===== config.mk =====
export PLATFORM = sky130hd
export DESIGN_NAME = control_unit
export DESIGN_NICKNAME = d
export VERILOG_FILES = /design/src/rtl/cu_pkg.sv /design/src/rtl/cu_branch_cond.sv /design/src/rtl/control_unit.sv
export SDC_FILE = /design/constraint.sdc
export NUM_CORES = 1
export LEC_CHECK = 0
export CAP_MARGIN = 25
export CORE_MARGIN = 4
export CORE_UTILIZATION = 31
export DETAILED_ROUTE_END_ITERATION = 10
export GPL_ROUTABILITY_DRIVEN = 0
export PLACE_DENSITY = 0.81
export REMOVE_ABC_BUFFERS = 1
export SLEW_MARGIN = 20
export SYNTH_ARGS = -nofsm -noshare
export SYNTH_HDL_FRONTEND = slang
export SYNTH_SLANG_ARGS = --single-unit
export TNS_END_PERCENT = 1

===== constraint.sdc =====
create_clock -name clk -period 1.7 [get_ports clk]
set_input_delay 0.34 -clock clk [delete_from_list [all_inputs] [get_ports clk]]
set_output_delay 0.34 -clock clk [all_outputs]
set_load 0.01 [all_outputs]

===== src/rtl/cu_pkg.sv =====
// cu_pkg: shared opcodes, FSM state encoding and ALU operation codes for the
// multi-cycle control unit.
package cu_pkg;

  // Instruction opcodes (6-bit field; 16..63 decode as NOP)
  localparam logic [5:0] OP_OR   = 6'd0;
  localparam logic [5:0] OP_ADD  = 6'd1;
  localparam logic [5:0] OP_SUB  = 6'd2;
  localparam logic [5:0] OP_CMP  = 6'd3;
  localparam logic [5:0] OP_ORI  = 6'd4;
  localparam logic [5:0] OP_ADDI = 6'd5;
  localparam logic [5:0] OP_LW   = 6'd6;
  localparam logic [5:0] OP_SW   = 6'd7;
  localparam logic [5:0] OP_LDW  = 6'd8;
  localparam logic [5:0] OP_SDW  = 6'd9;
  localparam logic [5:0] OP_BZ   = 6'd10;
  localparam logic [5:0] OP_BGZ  = 6'd11;
  localparam logic [5:0] OP_BLZ  = 6'd12;
  localparam logic [5:0] OP_JR   = 6'd13;
  localparam logic [5:0] OP_J    = 6'd14;
  localparam logic [5:0] OP_CLL  = 6'd15;

  // ALU operation select
  localparam logic [1:0] ALU_ADD = 2'b00;
  localparam logic [1:0] ALU_SUB = 2'b01;
  localparam logic [1:0] ALU_OR  = 2'b10;
  localparam logic [1:0] ALU_CMP = 2'b11;

  // FSM states
  typedef enum logic [2:0] {
    S_FETCH       = 3'd0,
    S_DECODE      = 3'd1,
    S_EXECUTE     = 3'd2,
    S_MEM         = 3'd3,
    S_WRITE_BACK  = 3'd4,
    S_MEM2        = 3'd5,
    S_WRITE_BACK2 = 3'd6
  } state_t;

endpackage


===== src/rtl/cu_branch_cond.sv =====
// cu_branch_cond: resolves whether the current conditional branch is taken
// from its opcode and the ALU result flags. Non-branch opcodes never take.
module cu_branch_cond
  import cu_pkg::*;
(
  input  logic [5:0] i_opcode,
  input  logic       i_zero,
  input  logic       i_positive,
  input  logic       i_negative,
  output logic       o_taken
);

  // Select the flag that belongs to each branch flavour
  always_comb begin
    o_taken = 1'b0;
    case (i_opcode)
      OP_BZ:   o_taken = i_zero;
      OP_BGZ:  o_taken = i_positive;
      OP_BLZ:  o_taken = i_negative;
      default: o_taken = 1'b0;
    endcase
  end

endmodule


===== src/rtl/control_unit.sv =====
// control_unit: multi-cycle FSM that sequences FETCH/DECODE/EXECUTE/MEM/
// WRITE_BACK (plus MEM2/WRITE_BACK2 for double-word transfers) and drives
// all datapath enables and selects combinationally from the current state.
//
// Build option: define CU_DOUBLE_WORD_EN to implement LDW/SDW. Without it
// opcodes 8 and 9 behave as NOP, exception is ignored and second_cycle is 0.
//
// o_state mirrors the state register for observation; it is not gated by
// reset so an aborted instruction remains visible during reset.
module control_unit
  import cu_pkg::*;
(
  input  logic       clk,
  input  logic       reset,
  input  logic [5:0] opcode,
  input  logic       zero,
  input  logic       positive,
  input  logic       negative,
  input  logic       exception,
  output logic       pc_write,
  output logic       reg_read,
  output logic       reg_write,
  output logic       reg_write_addr_sel,
  output logic       mem_read,
  output logic       mem_write,
  output logic       second_cycle,
  output logic       branch,
  output logic       jump,
  output logic       jr,
  output logic [1:0] alu_op,
  output logic       alu_src_b,
  output logic       mem_to_reg,
  output logic       stall,
  output logic [2:0] o_state
);

  state_t state;

  logic w_is_alu_reg;
  logic w_is_alu_imm;
  logic w_is_lw;
  logic w_is_sw;
  logic w_is_ldw;
  logic w_is_sdw;
  logic w_is_branch;
  logic w_exc;
  logic w_taken;

`ifdef CU_DOUBLE_WORD_EN
  localparam bit DW_EN = 1'b1;
  assign w_is_ldw = (opcode == OP_LDW);
  assign w_is_sdw = (opcode == OP_SDW);
  assign w_exc    = exception;
`else
  localparam bit DW_EN = 1'b0;
  logic w_unused_exception;
  assign w_is_ldw = 1'b0;
  assign w_is_sdw = 1'b0;
  assign w_exc    = 1'b0;
  assign w_unused_exception = exception;
`endif

  assign w_is_alu_reg = (opcode <= OP_CMP);
  assign w_is_alu_imm = (opcode == OP_ORI) || (opcode == OP_ADDI);
  assign w_is_lw      = (opcode == OP_LW);
  assign w_is_sw      = (opcode == OP_SW);
  assign w_is_branch  = (opcode == OP_BZ) || (opcode == OP_BGZ) || (opcode == OP_BLZ);

  assign o_state = state;

  cu_branch_cond u_branch_cond (
    .i_opcode   (opcode),
    .i_zero     (zero),
    .i_positive (positive),
    .i_negative (negative),
    .o_taken    (w_taken)
  );

  // State register and next-state sequencing; reset aborts any instruction
  always_ff @(posedge clk) begin
    if (reset) begin
      state <= S_FETCH;
    end else begin
      case (state)
        S_FETCH: state <= S_DECODE;
        S_DECODE: begin
          if (w_is_alu_reg || w_is_alu_imm || w_is_lw || w_is_sw || w_is_branch)
            state <= S_EXECUTE;
          else if ((w_is_ldw || w_is_sdw) && !w_exc)
            state <= S_EXECUTE;
          else if (opcode == OP_CLL)
            state <= S_WRITE_BACK;
          else
            state <= S_FETCH;
        end
        S_EXECUTE: begin
          if (w_is_alu_reg || w_is_alu_imm)
            state <= S_WRITE_BACK;
          else if (w_is_lw || w_is_sw || w_is_ldw || w_is_sdw)
            state <= S_MEM;
          else
            state <= S_FETCH;
        end
        S_MEM: begin
          if (w_is_lw || w_is_ldw)
            state <= S_WRITE_BACK;
          else if (w_is_sdw)
            state <= S_MEM2;
          else
            state <= S_FETCH;
        end
        S_WRITE_BACK:  state <= w_is_ldw ? S_MEM2 : S_FETCH;
        S_MEM2:        state <= w_is_ldw ? S_WRITE_BACK2 : S_FETCH;
        S_WRITE_BACK2: state <= S_FETCH;
        default:       state <= S_FETCH;
      endcase
    end
  end

  // Output decode from state, opcode and flags; everything low during reset
  always_comb begin
    pc_write           = 1'b0;
    reg_read           = 1'b0;
    reg_write          = 1'b0;
    reg_write_addr_sel = 1'b0;
    mem_read           = 1'b0;
    mem_write          = 1'b0;
    second_cycle       = 1'b0;
    branch             = 1'b0;
    jump               = 1'b0;
    jr                 = 1'b0;
    alu_op             = ALU_ADD;
    alu_src_b          = 1'b0;
    mem_to_reg         = 1'b0;
    stall              = 1'b0;
    if (!reset) begin
      case (state)
        S_FETCH: pc_write = 1'b1;
        S_DECODE: begin
          reg_read = 1'b1;
          if (opcode == OP_JR) begin
            jr       = 1'b1;
            pc_write = 1'b1;
          end else if ((opcode == OP_J) || (opcode == OP_CLL)) begin
            jump     = 1'b1;
            pc_write = 1'b1;
          end
        end
        S_EXECUTE: begin
          if (w_is_alu_reg) begin
            case (opcode)
              OP_OR:   alu_op = ALU_OR;
              OP_SUB:  alu_op = ALU_SUB;
              OP_CMP:  alu_op = ALU_CMP;
              default: alu_op = ALU_ADD;
            endcase
          end else if (w_is_alu_imm || w_is_lw || w_is_sw || w_is_ldw || w_is_sdw) begin
            // Immediate ALU ops and address generation both add the immediate
            alu_op    = ALU_ADD;
            alu_src_b = 1'b1;
          end else if (w_is_branch) begin
            alu_op   = ALU_SUB;
            branch   = w_taken;
            pc_write = w_taken;
          end
        end
        S_MEM: begin
          mem_read  = w_is_lw || w_is_ldw;
          mem_write = w_is_sw || w_is_sdw;
        end
        S_WRITE_BACK: begin
          reg_write          = 1'b1;
          mem_to_reg         = w_is_lw || w_is_ldw;
          reg_write_addr_sel = (opcode == OP_CLL);
        end
        S_MEM2: begin
          second_cycle = 1'b1;
          stall        = 1'b1;
          mem_read     = w_is_ldw;
          mem_write    = w_is_sdw;
        end
        S_WRITE_BACK2: begin
          second_cycle = 1'b1;
          stall        = 1'b1;
          reg_write    = 1'b1;
          mem_to_reg   = 1'b1;
        end
        default: ;
      endcase
      if (!DW_EN) second_cycle = 1'b0;
    end
  end

endmodule


==> results.yml <==
power_and_ir_drop:
  share_seq_of_total_power_pct: 21.5
  switching_share_pct: 32.79
  clk_network_pwr_share_pct: 35.5
  power.combinational.fraction_pct: 43.0
  vdd.ir_drop.worst_mv: 0.4550
  power_switching_uw: 116.0
  p_int_uw: 237.9
  leakage_uw: 0.0004436
  power_density_nw_per_um2: 356.7
timing:
  fmax_mhz: 511.8
  timing.setup.tns_ps: -1592
  final_hold_viol_count: 0
  finalCriticalPeriod_ps: 1954
  maxSlewViolCount: 0
  post-route-worst-setup-slack_ps: -254.1
  timing.clock.skew_ps: 2.289
  final.period_utilization_pct: 114.9
  rsz0062_at_grt: "yes"
  timing.final.setup_violations: 13
finish:
  finish.utilization_pct: 74.39
  finish.net_count: 129
  design_area_um2: 992.2
  final_common_cell: "sky130_fd_sc_hd__buf_4"
  layout.cells.most_common_list: "24 x sky130_fd_sc_hd__buf_4, 15 x sky130_fd_sc_hd__buf_2, 5 x sky130_fd_sc_hd__nor3_2, 5 x sky130_fd_sc_hd__nor2_1, 5 x sky130_fd_sc_hd__clkdlybuf4s50_1"
  post_route_cells_drive_above_1_share_pct: 62.07
  area_growth_pct: 119.7
  largest_register_ff_count: 3
  diodes: 0
yosys:
  synthesis.yosys.warnings: 0
  synth_xor_xnor_area_share_pct: 0
  synth-adder-area-share_pct: 0
  synth_area_um2: 451.7
  ys_seq_elements: 3
  dominant_combinational_cell_family_by_area_after_synthesis: "simple AND/OR/NAND/NOR gates"
  synth_area_in_compound_gates_pct: 24.93
  yosysUniqueCellTypes: 35
  synth_simple_gate_area_share_pct: 46.81
  synth.yosys.seq_area_share_pct: 13.30
  syn-mean-instance-area_um2: 7.170
  postSynthCellCount: 63
  synthMuxAreaShare_pct: 2.216
detailed_routing:
  drt-initial-drc-count: 35
  finalWirelength_um: 2260
  route.detailed.drc: 0
  avgRoutedWirePerCell_um: 17.25
  avgViaCountPerCell: 5.740
  antenna_violating_nets_post_route: 0
  route.vias.total: 752
  drtPass1Iterations: 4
setup_path:
  critPathArrivalTime_ps: 1610
  end_kind: "output port"
  worst-setup-path-type: "in -> out"
  timing.critical_path.from_type: "input pin"
  timing.critical_path.required_ps: 1360
  critical_path.max_fanout: 4
place:
  place.port_buffers: 27
  dpl_hpwl_um: 1595
  placed_area_um2: 904.6
  place_ws_ps: -944.2
global_routing:
  grt.total_usage_pct: 23.91
  grt_first_pass_wirelength_um: 3512
  grt_antenna_before_repair: 0
  grt_pass1_vias: 741
  global_route.overflow_total: 0
  grt_start_max_net_pins: 8
cts:
  clk_latency_ps: 230
  cts.clk_slew.worst_paths_ps: 40
  clock_sink_count: 3
  clock_tree_from_tritoncts: "yes"
  root_driver: "sky130_fd_sc_hd__clkbuf_4"
  htree_levels: 1
  cts_made_buffers: 3
  cts_max_path_buffers: 2
floorplan:
  fp.coreArea_um2: 1334
  die_height_um: 46.17
  design.portCount: 30
  rows: 13
  starting_density_of_the_core_pct: 33.86
  area_of_the_die_um2: 2132
  floorplan.die.width_um: 46.17
min_path:
  min_delay_worst_type: "reg -> reg"
status:
  run_status: "finished, violations left"
  violations: "negative setup slack"
run:
  drv_cap: 0
[metrics by stage]
step,total power [uW],hold slack (ps),cells
6_report,353.9,492.7,131
3_5_place_dp,216.3,480.1,126
3_3_place_gp,212.5,468.8,126
5_1_grt,385.2,519.1,131
4_1_cts,353.4,547.0,130
2_1_floorplan,115.0,504.8,57
[power groups by stage]
stage          registers, uW  clock network, uW  logic (uW)
2_1_floorplan           80.1                  0        34.9
3_3_place_gp            76.4                  0         136
3_5_place_dp            76.6                  0         140
4_1_cts                 75.8                132         145
5_1_grt                 76.3                147         161
6_report                76.2                126         152
[kinds of logic (layout without fill, tap and decap cells)]
logic type	count (synthesis)	after routing
AO/OA/AOI/OAI	13	13
buffers and inverters	10	63
flip-flops	3	3
multiplexers	1	1
other	1	1
AND/OR/NAND/NOR	35	35
[layout make-up]
class                      count  area [um2]
multi-input combinational     50       450.4
inverter                       4       15.01
sequential                     3       62.56
timing repair buffer          55       419.2
tap                           15       18.77
fill                          94       341.6
clock buffer                   4       26.28
[worst paths after layout]
path         cells past startpoint               endpoint                  start  slack [ps]
max                              6     reg_write_addr_sel                  reset        -250
min                              1  o_state[0]$_SDFF_PP0_  o_state[1]$_SDFF_PP0_         490
max reg2reg                      4  o_state[2]$_SDFF_PP0_  o_state[1]$_SDFF_PP0_         220
min reg2reg                      1  o_state[0]$_SDFF_PP0_  o_state[1]$_SDFF_PP0_         490
[cell usage after synthesis, drive strengths merged]
cell	n	area, um2
a2111oi	1	27.53
a211oi	1	7.510
a21oi	4	20.02
a31oi	1	6.260
a32o	1	10.01
and3	1	6.260
and4b	1	10.01
buf	4	28.78
clkbuf	2	10.01
conb	1	3.750
dfxtp	3	60.06
inv	4	15.01
mux2i	1	10.01
nand2	4	15.01
nand2b	3	18.77
nand3	1	5.000
nand4bb	1	11.26
nor2	6	22.52
nor3	7	35.03
nor3b	1	7.510
nor4	2	12.51
nor4b	1	8.760
o2111a	1	11.26
o2111ai	1	8.760
o21ai	1	5.000
o2bb2ai	1	8.760
o31ai	1	7.510
or2	1	6.260
or2b	1	7.510
or3	2	12.51
or4	2	18.77
or4b	1	13.76
[worst max-delay path, cell delays in order]
cell	delay, ps
sky130_fd_sc_hd__clkdlybuf4s15_2	190
sky130_fd_sc_hd__buf_4	150
sky130_fd_sc_hd__or2b_1	260
sky130_fd_sc_hd__or3_4	350
sky130_fd_sc_hd__nor3_4	160
sky130_fd_sc_hd__buf_2	150
[timing repair]
| action | 4_1_cts | 5_1_grt |
|---|---|---|
| setup buffers | 0 | 1 |
| pin swaps | 5 | 2 |
| gates resized for setup | 92 | 11 |
| setup endpoints to repair | 15 | 15 |
| hold buffers | 0 | 0 |
[per-layer routing]
metal	part of all wire, %	wire length (um)	track usage (%)
met1	36	806	26.61
met4	4.1	92	17.05
met5	0	0	0
met3	9.0	203	5.078
met2	51	1157	39.56
No activity file was read; power rests on OpenSTA's default activity.
